## src/rtl/alu_pkg.sv

```systemverilog
// Shared opcode constants, state encoding and helpers for the ALU operation sequencer.
// The optional divide-by-zero trap is enabled by ALU_DIV0_TRAP_EN in the top module.
package alu_pkg;

    localparam logic [2:0] OP_ADD = 3'b000;
    localparam logic [2:0] OP_SUB = 3'b001;
    localparam logic [2:0] OP_MUL = 3'b010;
    localparam logic [2:0] OP_DIV = 3'b011;
    localparam logic [2:0] OP_AND = 3'b100;
    localparam logic [2:0] OP_OR  = 3'b101;

    localparam int R15_ADDR = 15;

    typedef enum logic [2:0] {
        ST_IDLE     = 3'd0,
        ST_READ     = 3'd1,
        ST_EXEC     = 3'd2,
        ST_WB       = 3'd3,
        ST_WB15     = 3'd4,
        ST_DONE_ILL = 3'd5
    } state_e;

    function automatic logic is_muldiv(input logic [2:0] op);
        return (op == OP_MUL) || (op == OP_DIV);
    endfunction

    function automatic logic is_legal(input logic [2:0] op);
        return op <= OP_OR;
    endfunction

endpackage

```

## src/rtl/alu_op_sequencer_if.sv

```systemverilog
// Operation handshake between instruction decode (master) and the ALU sequencer (slave).
interface alu_op_sequencer_if #(
    parameter int AW = 4
);
    logic          op_valid;
    logic          op_ready;
    logic [2:0]    op_code;
    logic [AW-1:0] op_rd;
    logic [AW-1:0] op_rs;
    logic [AW-1:0] op_rt;

    modport master (
        output op_valid, op_code, op_rd, op_rs, op_rt,
        input  op_ready
    );

    modport slave (
        input  op_valid, op_code, op_rd, op_rs, op_rt,
        output op_ready
    );
endinterface

```

## src/rtl/alu_op_sequencer.sv

```systemverilog
// Multi-cycle sequencer: reads operands, drives the external ALU, writes r (and R15 for MUL/DIV).
// Define ALU_DIV0_TRAP_EN to trap DIV by zero before the ALU is issued (adds err_div0).
//
// state    | meaning
// IDLE     | op_ready high, waiting for a handshake
// READ     | register-file read of rs/rt into a_q/b_q
// EXEC     | ALU driven from a_q/b_q/op_q; 1 cycle, or MULDIV_CYCLES for MUL/DIV
// WB       | write r_q to rd; retires non-MUL/DIV ops
// WB15     | write r15_q to R15; retires MUL/DIV
// DONE_ILL | retire illegal opcode (or trapped DIV by zero) with no write
module alu_op_sequencer
    import alu_pkg::*;
#(
    parameter int DW            = 16,
    parameter int AW            = 4,
    parameter int MULDIV_CYCLES = 2
) (
    input  logic                clk,
    input  logic                rst,
    alu_op_sequencer_if.slave   op,
    output logic [AW-1:0]       rf_ra_addr,
    output logic [AW-1:0]       rf_rb_addr,
    input  logic [DW-1:0]       rf_ra_data,
    input  logic [DW-1:0]       rf_rb_data,
    output logic [DW-1:0]       alu_a,
    output logic [DW-1:0]       alu_b,
    output logic [2:0]          alu_sel,
    input  logic [DW-1:0]       alu_r,
    input  logic [DW-1:0]       alu_r15,
    input  logic                alu_ovf,
    output logic                rf_we,
    output logic [AW-1:0]       rf_waddr,
    output logic [DW-1:0]       rf_wdata,
    output logic                busy,
    output logic                done,
    output logic                status_ovf,
`ifdef ALU_DIV0_TRAP_EN
    output logic                err_div0,
`endif
    output logic                err_illegal
);

    localparam logic [2:0] S_IDLE     = ST_IDLE;
    localparam logic [2:0] S_READ     = ST_READ;
    localparam logic [2:0] S_EXEC     = ST_EXEC;
    localparam logic [2:0] S_WB       = ST_WB;
    localparam logic [2:0] S_WB15     = ST_WB15;
    localparam logic [2:0] S_DONE_ILL = ST_DONE_ILL;

    localparam int CW = (MULDIV_CYCLES > 1) ? $clog2(MULDIV_CYCLES) : 1;

    logic [2:0]    state_q, state_d;
    logic [2:0]    op_q;
    logic [AW-1:0] rd_q, rs_q, rt_q;
    logic [DW-1:0] a_q, b_q, r_q, r15_q;
    logic          ovf_q;
    logic          status_q;
    logic [CW-1:0] cnt_q;

`ifdef ALU_DIV0_TRAP_EN
    logic div0_q;
    logic div0_hit;

    // Checked on the live read data so the ALU is never issued a zero divisor.
    assign div0_hit = (state_q == S_READ) && (op_q == OP_DIV) && (rf_rb_data == '0);
`endif

    always_comb begin
        state_d = state_q;
        case (state_q)
            S_IDLE: begin
                if (op.op_valid)
                    state_d = is_legal(op.op_code) ? S_READ : S_DONE_ILL;
            end
            S_READ: begin
`ifdef ALU_DIV0_TRAP_EN
                state_d = div0_hit ? S_DONE_ILL : S_EXEC;
`else
                state_d = S_EXEC;
`endif
            end
            S_EXEC: begin
                if (cnt_q == '0)
                    state_d = S_WB;
            end
            S_WB:       state_d = is_muldiv(op_q) ? S_WB15 : S_IDLE;
            S_WB15:     state_d = S_IDLE;
            S_DONE_ILL: state_d = S_IDLE;
            default:    state_d = S_IDLE;
        endcase
    end

    always_ff @(posedge clk) begin
        if (rst) begin
            state_q  <= S_IDLE;
            op_q     <= '0;
            rd_q     <= '0;
            rs_q     <= '0;
            rt_q     <= '0;
            a_q      <= '0;
            b_q      <= '0;
            r_q      <= '0;
            r15_q    <= '0;
            ovf_q    <= 1'b0;
            status_q <= 1'b0;
            cnt_q    <= '0;
`ifdef ALU_DIV0_TRAP_EN
            div0_q   <= 1'b0;
`endif
        end else begin
            state_q <= state_d;

            if ((state_q == S_IDLE) && op.op_valid) begin
                op_q <= op.op_code;
                rd_q <= op.op_rd;
                rs_q <= op.op_rs;
                rt_q <= op.op_rt;
`ifdef ALU_DIV0_TRAP_EN
                div0_q <= 1'b0;
`endif
            end

            if (state_q == S_READ) begin
                a_q   <= rf_ra_data;
                b_q   <= rf_rb_data;
                cnt_q <= is_muldiv(op_q) ? CW'(MULDIV_CYCLES - 1) : '0;
`ifdef ALU_DIV0_TRAP_EN
                div0_q <= div0_hit;
`endif
            end

            // Down-counter: results are captured on terminal count.
            if (state_q == S_EXEC) begin
                if (cnt_q == '0) begin
                    r_q   <= alu_r;
                    r15_q <= alu_r15;
                    ovf_q <= alu_ovf;
                end else begin
                    cnt_q <= cnt_q - CW'(1);
                end
            end

            if (done && (state_q != S_DONE_ILL))
                status_q <= ovf_q;
        end
    end

    always_comb begin
        op.op_ready = 1'b0;
        rf_ra_addr  = '0;
        rf_rb_addr  = '0;
        alu_a       = '0;
        alu_b       = '0;
        alu_sel     = '0;
        rf_we       = 1'b0;
        rf_waddr    = '0;
        rf_wdata    = '0;
        done        = 1'b0;
        err_illegal = 1'b0;
`ifdef ALU_DIV0_TRAP_EN
        err_div0    = 1'b0;
`endif
        case (state_q)
            S_IDLE: op.op_ready = 1'b1;
            S_READ: begin
                rf_ra_addr = rs_q;
                rf_rb_addr = rt_q;
            end
            S_EXEC: begin
                alu_a   = a_q;
                alu_b   = b_q;
                alu_sel = op_q;
            end
            S_WB: begin
                rf_we    = 1'b1;
                rf_waddr = rd_q;
                rf_wdata = r_q;
                done     = !is_muldiv(op_q);
            end
            S_WB15: begin
                rf_we    = 1'b1;
                rf_waddr = AW'(R15_ADDR);
                rf_wdata = r15_q;
                done     = 1'b1;
            end
            S_DONE_ILL: begin
                done = 1'b1;
`ifdef ALU_DIV0_TRAP_EN
                err_illegal = !div0_q;
                err_div0    = div0_q;
`else
                err_illegal = 1'b1;
`endif
            end
            default: ;
        endcase
    end

    assign busy       = (state_q != S_IDLE);
    assign status_ovf = status_q;

endmodule

```

## src/flat_wrapper.sv

```systemverilog
// flat-port wrapper written by rule: the top's interface ports become plain ports
module alu_op_sequencer_flat import alu_pkg::*;
#(
    parameter int DW            = 16,
    parameter int AW            = 4,
    parameter int MULDIV_CYCLES = 2
)
  (clk, rst, rf_ra_addr, rf_rb_addr, rf_ra_data, rf_rb_data, alu_a, alu_b, alu_sel, alu_r, alu_r15, alu_ovf, rf_we, rf_waddr, rf_wdata, busy, done, status_ovf, err_illegal, op_op_valid, op_op_code, op_op_rd, op_op_rs, op_op_rt, op_op_ready);
  alu_op_sequencer_if #(.AW(AW)) op_i ();
  input  logic clk;
  input  logic rst;
  output logic [AW-1:0] rf_ra_addr;
  output logic [AW-1:0] rf_rb_addr;
  input  logic [DW-1:0] rf_ra_data;
  input  logic [DW-1:0] rf_rb_data;
  output logic [DW-1:0] alu_a;
  output logic [DW-1:0] alu_b;
  output logic [2:0] alu_sel;
  input  logic [DW-1:0] alu_r;
  input  logic [DW-1:0] alu_r15;
  input  logic alu_ovf;
  output logic rf_we;
  output logic [AW-1:0] rf_waddr;
  output logic [DW-1:0] rf_wdata;
  output logic busy;
  output logic done;
  output logic status_ovf;
  output logic err_illegal;
  input wire logic [$bits(op_i.op_valid)-1:0] op_op_valid;
  input wire logic [$bits(op_i.op_code)-1:0] op_op_code;
  input wire logic [$bits(op_i.op_rd)-1:0] op_op_rd;
  input wire logic [$bits(op_i.op_rs)-1:0] op_op_rs;
  input wire logic [$bits(op_i.op_rt)-1:0] op_op_rt;
  output wire logic [$bits(op_i.op_ready)-1:0] op_op_ready;
  assign op_i.op_valid = op_op_valid;
  assign op_i.op_code = op_op_code;
  assign op_i.op_rd = op_op_rd;
  assign op_i.op_rs = op_op_rs;
  assign op_i.op_rt = op_op_rt;
  assign op_op_ready = op_i.op_ready;
  alu_op_sequencer #(.DW(DW), .AW(AW), .MULDIV_CYCLES(MULDIV_CYCLES)) u_core (.clk(clk), .rst(rst), .op(op_i), .rf_ra_addr(rf_ra_addr), .rf_rb_addr(rf_rb_addr), .rf_ra_data(rf_ra_data), .rf_rb_data(rf_rb_data), .alu_a(alu_a), .alu_b(alu_b), .alu_sel(alu_sel), .alu_r(alu_r), .alu_r15(alu_r15), .alu_ovf(alu_ovf), .rf_we(rf_we), .rf_waddr(rf_waddr), .rf_wdata(rf_wdata), .busy(busy), .done(done), .status_ovf(status_ovf), .err_illegal(err_illegal));
endmodule
```

## config.mk

```make
export PLATFORM = sky130hd
export DESIGN_NAME = alu_op_sequencer_flat
export DESIGN_NICKNAME = d
export VERILOG_FILES = /design/src/rtl/alu_pkg.sv /design/src/rtl/alu_op_sequencer_if.sv /design/src/rtl/alu_op_sequencer.sv /design/src/flat_wrapper.sv
export SDC_FILE = /design/constraint.sdc
export NUM_CORES = 1
export LEC_CHECK = 0
export CAP_MARGIN = 15
export CORE_MARGIN = 4
export CORE_UTILIZATION = 46
export CTS_CLUSTER_DIAMETER = 50
export CTS_CLUSTER_SIZE = 28
export DETAILED_ROUTE_END_ITERATION = 16
export HOLD_SLACK_MARGIN = 0.1
export PLACE_DENSITY = 0.86
export RECOVER_POWER = 50
export SYNTH_ARGS = -nofsm -noshare
export SYNTH_HDL_FRONTEND = slang
export SYNTH_SLANG_ARGS = --single-unit
```

## constraint.sdc

```tcl
create_clock -name clk -period 2.37 [get_ports clk]
set_input_delay 0.3555 -clock clk [delete_from_list [all_inputs] [get_ports clk]]
set_output_delay 0.3555 -clock clk [all_outputs]
set_load 0.1 [all_outputs]
```

# ---- Word-level counts from Yosys, hierarchy flattened
# Index checks and enable logic that the tools add are counted.
dict set report word_totals {
  in_bits 83
  wordCells 55
  reg_bits 85
}
dict set report op_classes {
  bitwise_logic 1
  n_eq_ne 10
  magnitude_cmp 1
  add_sub_neg 1
  mux 20
  n_reduce_logical 10
}
# op n
set op_table {}
lappend op_table {{2-to-1 mux 16 bit} 2}
lappend op_table {{case mux 16 bit (2 select lines)} 1}
lappend op_table {{2-to-1 mux 3 bit} 5}
lappend op_table {{equality test 3 x 2 -> 1 bit, second input constant} 4}
lappend op_table {{case mux 3 bit (4 select lines)} 1}
lappend op_table {{2-to-1 mux 4 bit} 2}
lappend op_table {{case mux 4 bit (2 select lines)} 1}
lappend op_table {{2-to-1 mux 1 bit} 7}
lappend op_table {{equality test 3 bit, second input constant} 2}
lappend op_table {{inequality test 2 bit, second input constant} 2}
lappend op_table {{AND reduction 2 bit} 2}
lappend op_table {{OR reduction 2 bit} 2}
lappend op_table {{equality test 3 x 1 -> 1 bit, second input constant} 1}
lappend op_table {{<= comparator 3 bit, second input constant} 1}
lappend op_table {{zero test 3 bit} 1}
lappend op_table {{inequality test 3 bit, second input constant} 1}
lappend op_table {{nonzero test 3 bit} 1}
lappend op_table {{logical AND 1 bit} 2}
lappend op_table {{case mux 1 bit (2 select lines)} 1}
lappend op_table {{zero test 1 bit} 1}
lappend op_table {{logical OR 1 bit} 1}
lappend op_table {{NOT 1 bit} 1}
lappend op_table {{subtractor 1 bit, second input constant} 1}

# ---- Logic depth before layout (Yosys ltp)
dict set report depth {
  ltp_word 6
  ltp_mapped 6
  mapped_depth_nobuf 4
}

# ---- Worst setup path after synthesis
# Ideal clock, no wire load.
dict set report synth_path {
  kind {flip-flop to output port}
  start {reg u_core.state_q[2]}
  end {out err_illegal}
  stages_incl_launch_ff 4
  path_buffers 1
  path_slack_ps -720
  arrival_time_ps 2734
  t_required_ps 2014
  cell_sequence {dfxtp_1 > buf_6 > inv_1 > nor3b_1}
}
dict set report synth_between {
  elab_chain_len 2
}
# element line_no
set synth_rtl {}
lappend synth_rtl {{from (decl)} alu_op_sequencer.sv:52} ;# logic [2:0] state_q, state_d;
lappend synth_rtl {{from (signal assigned)} alu_op_sequencer.sv:111} ;# state_q <= state_d;
lappend synth_rtl {{equality test 3 bit} alu_op_sequencer.sv:163} ;# case (state_q)
lappend synth_rtl {{2-to-1 mux 1 bit} alu_op_sequencer.sv:163}
lappend synth_rtl {{to (decl)} flat_wrapper.sv:28} ;# output logic err_illegal;
# Every way passes these cells.

# ---- Worst setup path in the final report
dict set report layout_path {
  start {reg u_core.state_q[2]}
  end {out alu_a[5]}
}
dict set report layout_between {
  elab_chain_len 2
}
# element line_no
set layout_rtl {}
lappend layout_rtl {{equality test 3 x 2 -> 1 bit} alu_op_sequencer.sv:163}
lappend layout_rtl {{2-to-1 mux 16 bit} alu_op_sequencer.sv:163}
lappend layout_rtl {{to (decl)} flat_wrapper.sv:16} ;# output logic [DW-1:0] alu_a;
# Every way passes these cells.

==> flow_summary.ini <==
[synthesis]
synth_edf_count = 0
syn_inst = 459
synth_area_leader_cell = dfxtp_1
syn_avg_cell_area_um2 = 7.878
synth-async-reset-ratio_pct = 0
synthTopCellsByArea = dfxtp_1, nand2_1, a21oi_1
yosysTopAreaCellShare_pct = 47.06
synth-seq-cells = 85
yosysMostFrequentCell = nand2_1
ys_types = 29
yosys_most_used_dff = dfxtp_1
netlist_area_um2 = 3616
synth_nets = 542
ys_seq_area_share_pct = 47.06
ys_warn_count = 0
synth_commonest_cells = nand2_1, dfxtp_1, a21oi_1

[pwr]
pwr_density_cell_nw_per_um2 = 589.0
leakagePower_nw = 2.312
power_w = 0.003594
ir_drop_mv = 0.3435

[worst_setup_path]
worstPathArrival_ns = 1.89
r2r_slack_ns = 0.31
cp_max_fo = 18
r2r_cells = 4
critPathKind = register to output port
cp_data_required_time_ns = 2.01
r2r-start = u_core.state_q[0]
end_kind = output port
r2r_end = u_core.cnt_q
startpoint_type = register

[hold_path]
hp-class = register to register
whs_path_depth = 2
hold_start = u_core.a_q[12]
hold_end = u_core.a_q[12]

[sta]
slew_headroom_pct = 20.36
period_needed_ns = 2.248
fin_ws_ns = 0.1221
post-route-period-util_pct = 94.85
fin_setup_tns_ns = 0
hold_viol_final = 0
setup_viol_count_final = 0
worstMarginPinSlew_ns = 1.200
slew_violations = 0
skew_ns = 0.01192
max_freq_mhz = 444.9
rsz0062_at_grt = false

[placement]
post-place-ws_ns = 0.3878
placed_cells = 689
port_buffers = 151
gp_congestion = 0.7803
hpwlAfterDp_um = 7916

[clocking]
clock_latency_ns = 0.34
cts_buffer_depth = 2
cts_tree = done
clockRootBuffer = clkbuf_8
clk_pin_slew_ns = 0.08
cts_sinks = 85
cts_buffers = 9
htreeDepth = 3

[cells_and_area]
syn2layout_area_growth_pct = 68.72
final_cells = 706
n_antenna_cell = 0
fill_cells = 488
nNetsFinal = 682
drive_gt1_share_pct = 19.04

[job]
max_cap_viol_count = 0

[drt]
drc = 0
drt-pass1-iter-count = 4
ant_nets = 0
vias_per_cell = 5.084
drt_first_iter_violations = 107
routed_wl_um = 10720
num_vias = 3589
wl_per_cell_um = 15.19

[grt]
grt_pass1_wl_um = 17670
first_global_vias = 3688
antenna_found_initial = 0
gr-usage-all-layers_pct = 22.69
overflow = 0
grt_max_degree = 36

[die]
row_count = 32
die_w_um = 96.66
io_pins = 152
die_area_um2 = 9343
start_util_pct = 47.04
design.core.area_um2 = 7687
die_h_um = 96.66

[status]
outcome = finished clean
## timing repair
action / in CTS / in global routing
setup endpoints to repair: 0 / 36
buffers inserted: 0 / 0
hold buffers: 0 / 0
resized for setup: 0 / 7
## report_power, final
group / switching, W / total, W / internal, W
Combinational: 0.000535 / 0.000907 / 0.000371
Sequential: 0.0000652 / 0.00160 / 0.00154
Clock: 0.000509 / 0.00109 / 0.000578
## worst max-delay path by stage
stage	to	start	slack, ns
5_1_grt	alu_a[2]	u_core.state_q[2]	0.009
3_3_place_gp	u_core.rd_q[3]	op_op_valid	0.43
6_report	alu_a[5]	u_core.state_q[2]	0.12
3_5_place_dp	u_core.rs_q[3]	op_op_valid	0.39
4_1_cts	alu_b[3]	u_core.state_q[2]	0.03
2_1_floorplan	alu_b[10]	u_core.state_q[1]	0.14
## registers in the layout, indices dropped and copies added, names as in the netlist
| signal | count |
|---|---|
| u_core.rd_q | 4 |
| u_core.r15_q | 16 |
| u_core.state_q | 3 |
| u_core.rs_q | 4 |
| u_core.cnt_q | 1 |
| u_core.op_q | 3 |
| u_core.ovf_q | 1 |
| u_core.rt_q | 4 |
| u_core.b_q | 16 |
| u_core.r_q | 16 |
| u_core.status_ovf | 1 |
| u_core.a_q | 16 |
## final cells by class
class | instances | area (um^2) | share of cell area (%)
tap | 102 | 127.6 | 2.092
clock buffer | 12 | 165.2 | 2.707
timing repair buffer | 167 | 2316 | 37.96
inverter | 3 | 11.26 | 0.1846
sequential | 85 | 1703 | 27.91
multi-input combinational | 333 | 1723 | 28.24
clock inverter | 4 | 55.05 | 0.9024
## cell usage in the layout (no fill, tap or decap), types with 2 or more instances in the layout
cell             netlist  routed
a21oi_1               82      83
and2_1                43      43
clkbuf_8               0      12
nor3b_2                2       2
nand2b_1               4       4
clkdlybuf4s50_1        0      81
buf_4                  1      11
clkbuf_2               0       2
buf_12                 0      69
a21o_1                 4       4
or4b_1                 2       2
nand2_1              161     161
buf_6                  5       2
nor3b_4                0       2
inv_1                  2       2
nor4b_4                2       2
dfxtp_1               85      84
nor2_1                 4       4
clkinv_4               0       2
a22o_1                16      16
## worst max-delay path: stages (launching register included)
cell and delay [ns]:
dfxtp_1 0.41, buf_4 0.22, nor3b_4 0.32, buf_6 0.22, and2_1 0.20, buf_12 0.19
## cell families after synthesis
| kind of cell | synth area share (%) |
|---|---|
| multiplexers | 0.2768 |
| AO/OA/AOI/OAI | 17.34 |
| buffers and inverters | 5.952 |
| AND/OR/NAND/NOR | 29.38 |
| flip-flops | 47.06 |
## through the flow
stage               utilization (%)  hold slack (ns)  area [um^2]
floorplan                         -           0.4315         3625
global placement              76.35           0.4378         5869
detailed placement            76.35           0.4428         5869
CTS                           79.22           0.4555         6090
global route                  79.36           0.4680         6101
finish                        79.36           0.4543         6101
## layer usage
layer	share of wire, %	vias to the layer above	GRT usage (%)
met3	8.0	19	6.921
met2	50	144	39.44
met5	0	-	0
met4	2.2	0	8.099
li1	-	1775	-
met1	40	1651	26.28
No activity file was read; power rests on OpenSTA's default activity.
